<file path="src/rtl/cpu_pkg.sv">
// Shared CPU definitions: reset/exception addresses, fetch FSM states and
// the IF->ID slot record.
package cpu_pkg;

    localparam logic [31:0] RESET_PC   = 32'hBFC0_0000;
    localparam logic [31:0] EXC_VECTOR = 32'hBFC0_0380;

    typedef enum logic [1:0] {
        REQ,
        WAIT,
        HOLD,
        ERR
    } fetch_state_t;

    typedef struct packed {
        logic        valid;
        logic [31:0] pc;
        logic [31:0] instr;
        logic        adel;
    } if_slot_t;

endpackage

</file>
<file path="src/rtl/if_slot_buf.sv">
// One-entry IF output slot with valid/ready handshake and flush, plus a
// one-entry side buffer for a fetch that returned while the slot was full.
module if_slot_buf
    import cpu_pkg::*;
(
    input  logic     clk,
    input  logic     rst,
    input  logic     flush_i,
    input  logic     load_i,
    input  if_slot_t load_slot_i,
    input  logic     stash_i,
    input  if_slot_t stash_slot_i,
    input  logic     promote_i,
    input  logic     ready_i,
    output if_slot_t slot_o
);

    if_slot_t slot_q, slot_d;
    if_slot_t hold_q, hold_d;

    // NOTE: every combinational output is given a default before any branch,
    // so no path leaves a value unassigned and no latch is inferred.
    always_comb begin
        slot_d = slot_q;
        hold_d = hold_q;

        if (slot_q.valid && ready_i) begin
            slot_d.valid = 1'b0;
        end
        if (flush_i) begin
            slot_d.valid = 1'b0;
        end
        // A load after a flush is how an address-error entry replaces flushed contents.
        if (load_i) begin
            slot_d = load_slot_i;
        end else if (promote_i && hold_q.valid) begin
            slot_d = hold_q;
        end

        if (stash_i) begin
            hold_d = stash_slot_i;
        end
        if (flush_i || promote_i) begin
            hold_d.valid = 1'b0;
        end
    end

    // NOTE: sequential state uses non-blocking assignments so every register
    // samples pre-edge values regardless of statement order.
    always_ff @(posedge clk) begin
        if (rst) begin
            slot_q <= '0;
            hold_q <= '0;
        end else begin
            slot_q <= slot_d;
            hold_q <= hold_d;
        end
    end

    assign slot_o = slot_q;

endmodule

</file>
<file path="src/rtl/fetch_ctrl.sv">
// IF-stage fetch sequencer: owns the fetch PC, issues one outstanding request
// at a time on the instruction bus and applies branch/exception redirects.
module fetch_ctrl #(
    parameter int                 ADDR_W   = 32,
    parameter logic [ADDR_W-1:0]  RESET_PC = cpu_pkg::RESET_PC
) (
    input  logic              clk,
    input  logic              rst,
    input  logic              br_redirect,
    input  logic [ADDR_W-1:0] br_target,
    input  logic              exc_redirect,
    input  logic [ADDR_W-1:0] exc_target,
    output logic              inst_req,
    output logic [ADDR_W-1:0] inst_addr,
    input  logic              inst_addr_ok,
    input  logic              inst_data_ok,
    input  logic [31:0]       inst_rdata,
    output logic              if_valid,
    input  logic              if_ready,
    output logic [ADDR_W-1:0] if_pc,
    output logic [31:0]       if_instr,
    output logic              if_adel
);
    import cpu_pkg::*;

    fetch_state_t      state_q, state_d;
    logic [ADDR_W-1:0] pc_q, pc_d;
    logic              pend_q, pend_d;
    logic [ADDR_W-1:0] pend_pc_q, pend_pc_d;

    logic              redir;
    logic [ADDR_W-1:0] tgt;
    logic              slot_free;
    logic              jump;
    logic [ADDR_W-1:0] jump_pc;
    logic              flush, load, stash, promote;
    if_slot_t          load_slot, fetched, slot;

    always_comb begin
        redir     = exc_redirect | br_redirect;
        tgt       = exc_redirect ? exc_target : br_target;
        slot_free = !slot.valid || if_ready;
        fetched   = '{valid: 1'b1, pc: pc_q, instr: inst_rdata, adel: 1'b0};

        state_d   = state_q;
        pc_d      = pc_q;
        pend_d    = pend_q;
        pend_pc_d = pend_pc_q;
        jump      = 1'b0;
        jump_pc   = pc_q;
        flush     = 1'b0;
        load      = 1'b0;
        load_slot = fetched;
        stash     = 1'b0;
        promote   = 1'b0;

        case (state_q)
            REQ: begin
                if (inst_addr_ok) begin
                    state_d = WAIT;
                    if (redir) begin
                        pend_d    = 1'b1;
                        pend_pc_d = tgt;
                        flush     = 1'b1;
                    end
                end else if (redir) begin
                    jump    = 1'b1;
                    jump_pc = tgt;
                end
            end
            WAIT: begin
                if (inst_data_ok) begin
                    if (redir) begin
                        jump    = 1'b1;
                        jump_pc = tgt;
                    end else if (pend_q) begin
                        jump    = 1'b1;
                        jump_pc = pend_pc_q;
                    end else if (slot_free) begin
                        load    = 1'b1;
                        pc_d    = pc_q + ADDR_W'(4);
                        state_d = REQ;
                    end else begin
                        stash   = 1'b1;
                        state_d = HOLD;
                    end
                end else if (redir) begin
                    pend_d    = 1'b1;
                    pend_pc_d = tgt;
                    flush     = 1'b1;
                end
            end
            HOLD: begin
                if (redir) begin
                    jump    = 1'b1;
                    jump_pc = tgt;
                end else if (if_ready) begin
                    promote = 1'b1;
                    pc_d    = pc_q + ADDR_W'(4);
                    state_d = REQ;
                end
            end
            ERR: begin
                if (redir) begin
                    jump    = 1'b1;
                    jump_pc = tgt;
                end
            end
            default: state_d = REQ;
        endcase

        // Every non-sequential PC change funnels through here; a misaligned
        // target never reaches the bus and is reported through the slot.
        if (jump) begin
            flush  = 1'b1;
            pend_d = 1'b0;
            pc_d   = jump_pc;
            if (jump_pc[1:0] != 2'b00) begin
                state_d   = ERR;
                load      = 1'b1;
                load_slot = '{valid: 1'b1, pc: jump_pc, instr: 32'h0, adel: 1'b1};
            end else begin
                state_d = REQ;
            end
        end
    end

    always_ff @(posedge clk) begin
        if (rst) begin
            state_q   <= REQ;
            pc_q      <= RESET_PC;
            pend_q    <= 1'b0;
            pend_pc_q <= '0;
        end else begin
            state_q   <= state_d;
            pc_q      <= pc_d;
            pend_q    <= pend_d;
            pend_pc_q <= pend_pc_d;
        end
    end

    if_slot_buf u_slot (
        .clk          (clk),
        .rst          (rst),
        .flush_i      (flush),
        .load_i       (load),
        .load_slot_i  (load_slot),
        .stash_i      (stash),
        .stash_slot_i (fetched),
        .promote_i    (promote),
        .ready_i      (if_ready),
        .slot_o       (slot)
    );

    assign inst_req  = (state_q == REQ) && !rst;
    assign inst_addr = pc_q;
    assign if_valid  = slot.valid;
    assign if_pc     = slot.pc;
    assign if_instr  = slot.instr;
    assign if_adel   = slot.valid & slot.adel;

endmodule

</file>
<file path="config.mk">
export PLATFORM = sky130hd
export DESIGN_NAME = fetch_ctrl
export DESIGN_NICKNAME = d
export VERILOG_FILES = /design/src/rtl/cpu_pkg.sv /design/src/rtl/if_slot_buf.sv /design/src/rtl/fetch_ctrl.sv
export SDC_FILE = /design/constraint.sdc
export NUM_CORES = 1
export LEC_CHECK = 0
export ABC_AREA = 1
export BUFFER_PORTS_ARGS = -buffer_cell sky130_fd_sc_hd__buf_2
export CAP_MARGIN = 30
export CORE_UTILIZATION = 31
export DETAILED_ROUTE_END_ITERATION = 16
export PLACE_DENSITY_LB_ADDON = 0.12
export SLEW_MARGIN = 20
export SYNTH_ARGS = -nofsm -noshare
export SYNTH_HDL_FRONTEND = slang
export SYNTH_HIERARCHICAL = 1
export SYNTH_SLANG_ARGS = --single-unit
</file>
<file path="constraint.sdc">
create_clock -name clk -period 4.5 [get_ports clk]
set_input_delay 0.675 -clock clk [delete_from_list [all_inputs] [get_ports clk]]
set_output_delay 0.675 -clock clk [all_outputs]
set_load 0.02 [all_outputs]
</file>
==> flow_summary.toml, run 1 <==
[pwr]
power.share.sequential_pct = 31.7
swShare_pct = 51.1
p_clk_share_pct = 19.3
report.power.total_mw = 8.24
ir_drop_mv = 0.263
p_comb_share_pct = 49.0
p_sw_mw = 4.21
p_leak_nw = 7.09
powerDensity_nw_per_um2 = 577
p_int_mw = 4.03

[routing]
wl_met1_um = 23400
ant_nets = 0
route.met2.wl_um = 20100
detail_route.wl_per_cell_um = 17.2
vias = 13550
vias_per_cell = 4.98
drt_wl_total_um = 46900
drt_pass1_iterations = 5
drc = 0
drt_iter0_markers = 1165
wl_met3_um = 2330
topRoutingLayerUsed = "met4"

[finish]
layout.nets = 2293
antennaDiodeCount = 0
final_area_um2 = 14300
syn2layout_area_growth_pct = 13.3
drive_above_1_share_pct = 14.8
instances_no_fill = 2723

[clock_network]
clk_latency_ps = 460
cts.clk_slew.worst_paths_ps = 90
cts_buffers = 17
postCtsSetupBuffers = 0
cts_repair_resize_count = 0
cts.path.max_buffers = 2
cts_hold_buf = 0
cts_sinks = 199
cts_root_buf = "clkbuf_16"
cts_tree = "built"
htree_levels = 4

[floorplanning]
start_util_pct = 31.6
core-area_um2 = 39900
die_width_um = 204
dieArea_um2 = 41500
io_pins = 202
row_count = 73
die_y_um = 204

[logic_synthesis]
syn_area_um2 = 12600
synth_commonest_cells = "nand2_1, nor2_1, nand3_1, dfxtp_1, o21ai_0"
netlist_instances = 2089
synth-main-ff-cell = "dfxtp_1"
ys_ff_latch = 199
syn_area_per_cell_um2 = 6.03
yosys_warnings = 6
synth_edf_count = 0
synth_cell_types = 36
synth_most_common_cell = "nand2_1"
synth_seq_area_share_pct = 31.6
ys_async_sr_fraction_pct = 0
yosys.area.top_type = "dfxtp_1"
synth_area_leaders = "dfxtp_1, nand2_1, nand3_1"
synth_top_area_share_pct = 31.6

[sta]
finalCriticalPeriod_ps = 3280
rsz0062_at_grt = "no"
setup_viol_count_final = 0
report.final.slew_viol_count = 0
fmax_mhz = 305
skew_ps = 13.0
relSlewSlack_pct = 43.3
timing.final.crit_share_pct = 72.9
hold_ws_ps = 449
setup_tns_ps = 0
hold_viol_final = 0
tightest_slew_ps = 850

[outcome]
outcome = "complete, no violations"

[worst_setup_path]
crit_path_max_incr_delay_ps = 640
worstSetupPathType = "reg -> reg"
worstPathMaxFanout = 83
crit_top_cell = "nand2_1"
r2r_setup_slack_ps = 1220
start_kind = "flop"
cp.required_ps = 4830
arrival_ps = 3620
worstPathCellList = "inv_1 -> ha_1 -> nand2_1 -> inv_2 -> nand2_1 -> nand3_1 -> nand2_1 -> nand2_1 -> nand2_1 -> o311ai_2 -> inv_6 -> buf_16 -> nand3_1 -> nand2_1 -> nor2_1 -> nor2_1"
path_delay_family = "simple AND/OR/NAND/NOR gates"
critical_path.endpoint_type = "flop"
cp_slowest_cell = "ha_1"
cp_num_buf_inv = 4

[placement]
dpl.cell_count = 2689
io_buffers = 201
gp_congestion = 0.860
hpwlAfterDp_um = 31900
placed_cell_area_um2 = 13600

[grt]
grt_start_max_net_pins = 104
grt_pass1_vias = 12526
grt_usage_pct = 22.7
antenna_found_initial = 0
grt_first_pass_wirelength_um = 73800
grt_overflow_total = 0

[flow_run]
drv_cap = 0

[worst_hold_path]
hold_class = "in -> reg"
[worst register-to-register path, stage by stage (launching register included)]
cell	delay, ps
dfxtp_1	340
inv_1	100
ha_1	640
nand2_1	320
inv_2	180
nand2_1	70
nand3_1	70
nand2_1	60
nand2_1	140
nand2_1	150
o311ai_2	190
inv_6	180
buf_16	310
nand3_1	200
nand2_1	70
nor2_1	100
nor2_1	40
[placed cells by master (no fill, tap or decap), types with 17 or more instances in the layout]
master,n
a22oi_1,32
clkbuf_16,17
nand3_2,30
nand4_1,40
inv_1,164
nand3_1,230
buf_2,201
dfxtp_1,198
buf_4,28
o21ai_0,182
a21oi_1,78
nand2_1,615
nor2_1,301
[per-layer routing]
layer / vias to the layer above / global-route usage, %
li1: 6878 / -
met1: 6170 / 33.8
met2: 450 / 33.5
met3: 52 / 2.60
met4: 0 / 7.33
met5: - / 0
[through the flow]
stage,utilization [%],worst slack (ps)
finish,35.8,1220
detailed placement,34.2,1060
floorplan,-,2060
CTS,35.7,1190
global placement,34.1,1130
global route,35.8,942
[cell type report]
type	count	area, um2
well taps	525	657
clock buffers	18	439
repair buffers	233	1300
clock inverters	14	149
multi-input cells	1560	7080
inverters	174	663
flip-flops and latches	199	3990
fillers	4465	25600
[kinds of logic after synthesis]
group / Yosys count / share of synthesized area (%)
compound gates: 300 / 12.6
xor+xnor: 6 / 0.417
other cells: 2 / 0.0596
buf+inv: 331 / 12.4
flops: 199 / 31.6
simple gates: 1246 / 42.4
fa+ha+maj: 5 / 0.496
[worst paths after layout]
kind,startpoint,to,depth (start not counted)
setup reg to reg,state_q[1]$_SDFFE_PP0P_,u_slot/slot_o[55]$_SDFFE_PP0P_,16
hold / removal,inst_rdata[30],u_slot/hold_q[31]$_SDFFE_PP0P_,3
setup / recovery,state_q[1]$_SDFFE_PP0P_,u_slot/slot_o[55]$_SDFFE_PP0P_,16
hold reg to reg,pend_pc_q[18]$_SDFFE_PP0P_,pend_pc_q[18]$_SDFFE_PP0P_,2
[sequential cells by signal (all words and copies together) (netlist names)]
signal	count
pend_q	1
inst_addr	32
u_slot/hold_q	66
pend_pc_q	32
state_q	2
u_slot/slot_o	66
[power by group through the flow]
stage	clock [mW]	combinational (mW)	sequential (mW)
4_1_cts	1.64	3.99	2.61
5_1_grt	1.71	4.49	2.66
3_5_place_dp	0	3.97	2.65
2_1_floorplan	0	2.78	2.63
3_3_place_gp	0	3.97	2.64
6_report	1.59	4.04	2.61
Power figures use the tool's default switching activity.
==> inputs of run 2 (changes only) <==
- ABC_AREA: 1 -> 0
- clock period: 4.5 -> 2.8 ns (I/O delays scaled with it)
==> flow_summary.toml, run 2 <==
[flow_run]
drv_cap = 0

[clock_network]
cts_tree = "built"
htree_levels = 4
clk_latency_ps = 510
cts.path.max_buffers = 2
cts_root_buf = "clkbuf_16"
cts.clk_slew.worst_paths_ps = 80
cts_hold_buf = 0
cts_buffers = 17
cts_sinks = 199

[routing]
drt_iter0_markers = 715
vias_per_cell = 5.38
drc = 0
vias = 12379
detail_route.wl_per_cell_um = 21.1
drt_wl_total_um = 48500
ant_nets = 0
drt_pass1_iterations = 5

[logic_synthesis]
netlist_instances = 1504
synth_edf_count = 0
synth_commonest_cells = "dfxtp_1, nor2_1, a21oi_1, mux2i_1"
syn_area_per_cell_um2 = 8.96
synth_top_area_share_pct = 29.6
yosys_warnings = 6
synth_seq_area_share_pct = 29.6
synth-main-ff-cell = "dfxtp_1"
synth_area_leaders = "dfxtp_1, a2111oi_2, mux2i_1"
ys_ff_latch = 199
ys_async_sr_fraction_pct = 0
synth_most_common_cell = "dfxtp_1"
syn_area_um2 = 13500
yosys.area.top_type = "dfxtp_1"
synth_cell_types = 87

[placement]
placed_cell_area_um2 = 15300
io_buffers = 201
gp_congestion = 0.880
hpwlAfterDp_um = 34000

[sta]
tightest_slew_ps = 660
skew_ps = 9.57
rsz0062_at_grt = "yes"
setup_viol_count_final = 0
hold_viol_final = 0
setup_tns_ps = 0
fmax_mhz = 367
report.final.slew_viol_count = 0
finalCriticalPeriod_ps = 2730
relSlewSlack_pct = 56.0
timing.final.crit_share_pct = 97.4

[worst_setup_path]
reg2regPathDepth = 10
regToRegStartpoint = "state_q[0]$_SDFFE_PP0P_"
start_kind = "flop"
r2r-end = "inst_addr[26]$_SDFFE_PP1P_"
critical_path.endpoint_type = "flop"
cp.required_ps = 3190
worstSetupPathType = "reg -> reg"
arrival_ps = 3120
worstPathMaxFanout = 9
r2r_setup_slack_ps = 70

[grt]
grt_first_pass_wirelength_um = 72900
grt_overflow_total = 0
grt_usage_pct = 21.6
grt_start_max_net_pins = 85
grt_pass1_vias = 11908
antenna_found_initial = 0

[finish]
layout.nets = 1809
syn2layout_area_growth_pct = 22.9
antennaDiodeCount = 0
fill_cells = 4446
layout_common_cells = "buf_2, dfxtp_1, nor2_1, buf_4, a21oi_1"
final_area_um2 = 16600
layout_commonest_cell = "buf_2"
drive_above_1_share_pct = 34.2

[floorplanning]
dieArea_um2 = 44300
die_width_um = 211
row_count = 76
die_y_um = 211
io_pins = 202
start_util_pct = 31.4
core-area_um2 = 43000

[pwr]
p_leak_nw = 6.12
ir_drop_mv = 0.494
powerDensity_nw_per_um2 = 906
report.power.total_mw = 15.0

[worst_hold_path]
hp-start = "inst_rdata[30]"
hold_class = "in -> reg"
min_to = "u_slot/hold_q[31]$_SDFFE_PP0P_"
hold_depth = 3

[outcome]
outcome = "complete, no violations"
## run 2: critical path: stages (launching register included)
cell and delay [ps]:
dfxtp_4 380, inv_2 110, ha_4 190, buf_4 150, nand2b_1 140, buf_4 190, o221ai_1 430, a21bo_2 400
nand2_1 240, buf_4 230, o32a_1 150
## run 2: final cells by class
class	count	area, um2	area share [%]
inverters	81	308	1.86
flip-flops and latches	199	3990	24.1
clock buffers	17	425	2.57
repair buffers	342	2490	15.0
well taps	585	732	4.42
clock inverters	15	189	1.14
multi-input cells	1060	8430	50.9
## run 2: worst max path at each step
stage / start / end / cells after the start
5_1_grt: state_q[0]$_SDFFE_PP0P_ / inst_addr[23]$_SDFFE_PP1P_ / 10
3_5_place_dp: br_redirect / u_slot/slot_o[49]$_SDFFE_PP0P_ / 11
6_report: state_q[0]$_SDFFE_PP0P_ / inst_addr[26]$_SDFFE_PP1P_ / 10
2_1_floorplan: state_q[0]$_SDFFE_PP0P_ / u_slot/slot_o[63]$_SDFFE_PP0P_ / 14
4_1_cts: state_q[0]$_SDFFE_PP0P_ / u_slot/slot_o[2]$_SDFFE_PP0P_ / 12
3_3_place_gp: br_redirect / u_slot/slot_o[49]$_SDFFE_PP0P_ / 11
## run 2: cell families after synthesis
logic type	after synthesis	share of synthesized area, %
compound gates	497	31.7
fa+ha+maj	5	0.464
buf+inv	246	10.9
flops	199	29.6
mux	98	7.29
other cells	2	0.0557
simple gates	457	20.0
## run 2: timing repair
item	CTS	global route
buffers inserted	2	5
cloned	3	4
endpoints found under the setup margin	28	77
pin swaps	2	17
gates resized for setup	7	56
## run 2: power breakdown
part	internal, mW	switching (mW)	total (mW)
clock network	1.36	1.36	2.72
logic	3.34	4.84	8.18
registers	3.50	0.612	4.11
## run 2: layer usage
metal  vias to the layer above  track usage, %  part of all wire, %
li1                       6004               -                    -
met1                      6071            28.4                   46
met2                       256            35.6                   48
met3                        48            3.37                  3.7
met4                         0            8.22                  2.4
met5                         -               0                    0
## run 2: through the flow
step           util [%]  instances  hold WS, ps  worst slack, ps
6_report           38.5       2299          166             72.1
5_1_grt            38.5       2299          154            -35.3
4_1_cts            37.4       2291          125             7.36
3_5_place_dp       35.6       2254          475            -73.6
3_3_place_gp       35.6       2254          468            -51.7
2_1_floorplan         -       1505          452             24.2
==> inputs of run 3 (changes only) <==
- RECOVER_POWER: not set -> 25
==> flow_summary.toml, run 3 (synthesis gave the netlist of run 2 again) <==
[clock_network]
htree_levels = 4
cts_root_buf = "clkbuf_16"
cts_sinks = 199
cts.path.max_buffers = 2
cts_tree = "built"
clk_latency_ps = 500
cts_buffers = 17
cts.clk_slew.worst_paths_ps = 80

[grt]
grt_first_pass_wirelength_um = 72900
grt_pass1_vias = 11908
antenna_found_initial = 0
grt_usage_pct = 21.6
grt_start_max_net_pins = 85
grt_overflow_total = 0

[placement]
io_buffers = 201
gp_congestion = 0.880
hpwlAfterDp_um = 34000
placed_cell_area_um2 = 15300
place_ws_ps = -73.6

[outcome]
outcome = "complete, no violations"

[worst_setup_path]
critical_path.endpoint_type = "flop"
regToRegStartpoint = "state_q[0]$_SDFFE_PP0P_"
cp.required_ps = 3190
reg2regPathDepth = 10
start_kind = "flop"
r2r_setup_slack_ps = 80
worstPathMaxFanout = 9
worstSetupPathType = "reg -> reg"
arrival_ps = 3110
r2r-end = "inst_addr[26]$_SDFFE_PP1P_"

[sta]
fmax_mhz = 367
tightest_slew_ps = 655
timing.final.ws_setup_ps = 78.6
rsz0062_at_grt = "yes"
hold_viol_final = 0
setup_viol_count_final = 0
timing.final.crit_share_pct = 97.2
skew_ps = 8.78
relSlewSlack_pct = 56.4
finalCriticalPeriod_ps = 2720
report.final.slew_viol_count = 0

[pwr]
p_leak_nw = 5.84
powerDensity_nw_per_um2 = 907
ir_drop_mv = 0.497

[finish]
final_area_um2 = 16500
antennaDiodeCount = 0
fill_cells = 4471
ff_latch_area_um2 = 3990
layout.nets = 1809
layout_common_cells = "dfxtp_1, buf_2, nor2_1, buf_4, a21oi_1"
syn2layout_area_growth_pct = 22.2
multi_input_area_um2 = 8430
drive_above_1_share_pct = 30.0
layout_commonest_cell = "dfxtp_1"

[floorplanning]
die_y_um = 211
core-area_um2 = 43000
io_pins = 202
row_count = 76
die_width_um = 211
dieArea_um2 = 44300
start_util_pct = 31.4

[routing]
ant_nets = 0
drt_pass1_iterations = 5
drt_iter0_markers = 742
drt_wl_total_um = 48700
drc = 0
vias = 12386
detail_route.wl_per_cell_um = 21.2
vias_per_cell = 5.39

[flow_run]
drv_cap = 0

[worst_hold_path]
min_to = "u_slot/hold_q[3]$_SDFFE_PP0P_"
hold_depth = 3
hold_class = "in -> reg"
hp-start = "inst_rdata[2]"
==> run 3: cell count changes in the layout (fill, tap and decap cells not counted) <==
cell      delta
buf_2       -73
clkbuf_1    +73
==> run 3: layer usage <==
layer  wire length [um]  global-route usage [%]
met1              22300                    28.4
met2              23500                    35.6
met3               1750                    3.37
met4               1210                    8.22
met5                  0                       0
==> run 3: what timing repair did <==
action,4_1_cts,5_1_grt
setup buffers,2,5
hold buffers,0,0
gates resized for setup,7,56
pin swaps,2,17
cloned,3,4
endpoints found under the setup margin,28,77
==> run 3: worst max-delay path by stage <==
stage                                        from                              to  slack (ps)  depth (start not counted)
after global placement                br_redirect  u_slot/slot_o[49]$_SDFFE_PP0P_         -50                         11
after CTS                 state_q[0]$_SDFFE_PP0P_   u_slot/slot_o[2]$_SDFFE_PP0P_           7                         12
after detailed placement              br_redirect  u_slot/slot_o[49]$_SDFFE_PP0P_         -70                         11
final                     state_q[0]$_SDFFE_PP0P_      inst_addr[26]$_SDFFE_PP1P_          80                         10
after global routing      state_q[0]$_SDFFE_PP0P_      inst_addr[23]$_SDFFE_PP1P_         -40                         10
after floorplan           state_q[0]$_SDFFE_PP0P_  u_slot/slot_o[63]$_SDFFE_PP0P_          20                         14
==> run 3: final cells by class <==
cell class / instances / area share [%]
sequential: 199 / 24.2
timing repair buffer: 342 / 14.5
multi-input combinational: 1060 / 51.2
inverter: 81 / 1.87
clock inverter: 15 / 1.15
tap: 585 / 4.44
clock buffer: 17 / 2.58
==> run 3: power breakdown <==
part / total, mW / internal, mW / switching [mW]
Combinational: 8.08 / 3.23 / 4.85
Clock: 2.73 / 1.36 / 1.37
Sequential: 4.12 / 3.50 / 0.627
==> run 3: worst max-delay path, cell delays in order (launching register included) <==
cell and delay (ps):
dfxtp_4 380, inv_2 110, ha_4 190, buf_4 150, nand2b_1 140, buf_4 200
o221ai_1 420, a21bo_2 390, nand2_1 240, buf_4 230, o32a_1 150
==> run 3: stage by stage <==
| step | power, mW | util (%) | std cells | hold WS, ps | setup TNS (ps) |
|---|---|---|---|---|---|
| 5_1_grt | 15.8 | 38.3 | 2299 | 154 | -113 |
| 4_1_cts | 14.7 | 37.4 | 2291 | 125 | 0 |
| 6_report | 14.9 | 38.3 | 2299 | 165 | 0 |
| 3_5_place_dp | 11.7 | 35.6 | 2254 | 475 | -1790 |
| 3_3_place_gp | 11.6 | 35.6 | 2254 | 468 | -122 |
| 2_1_floorplan | 9.03 | - | 1505 | 452 | 0 |
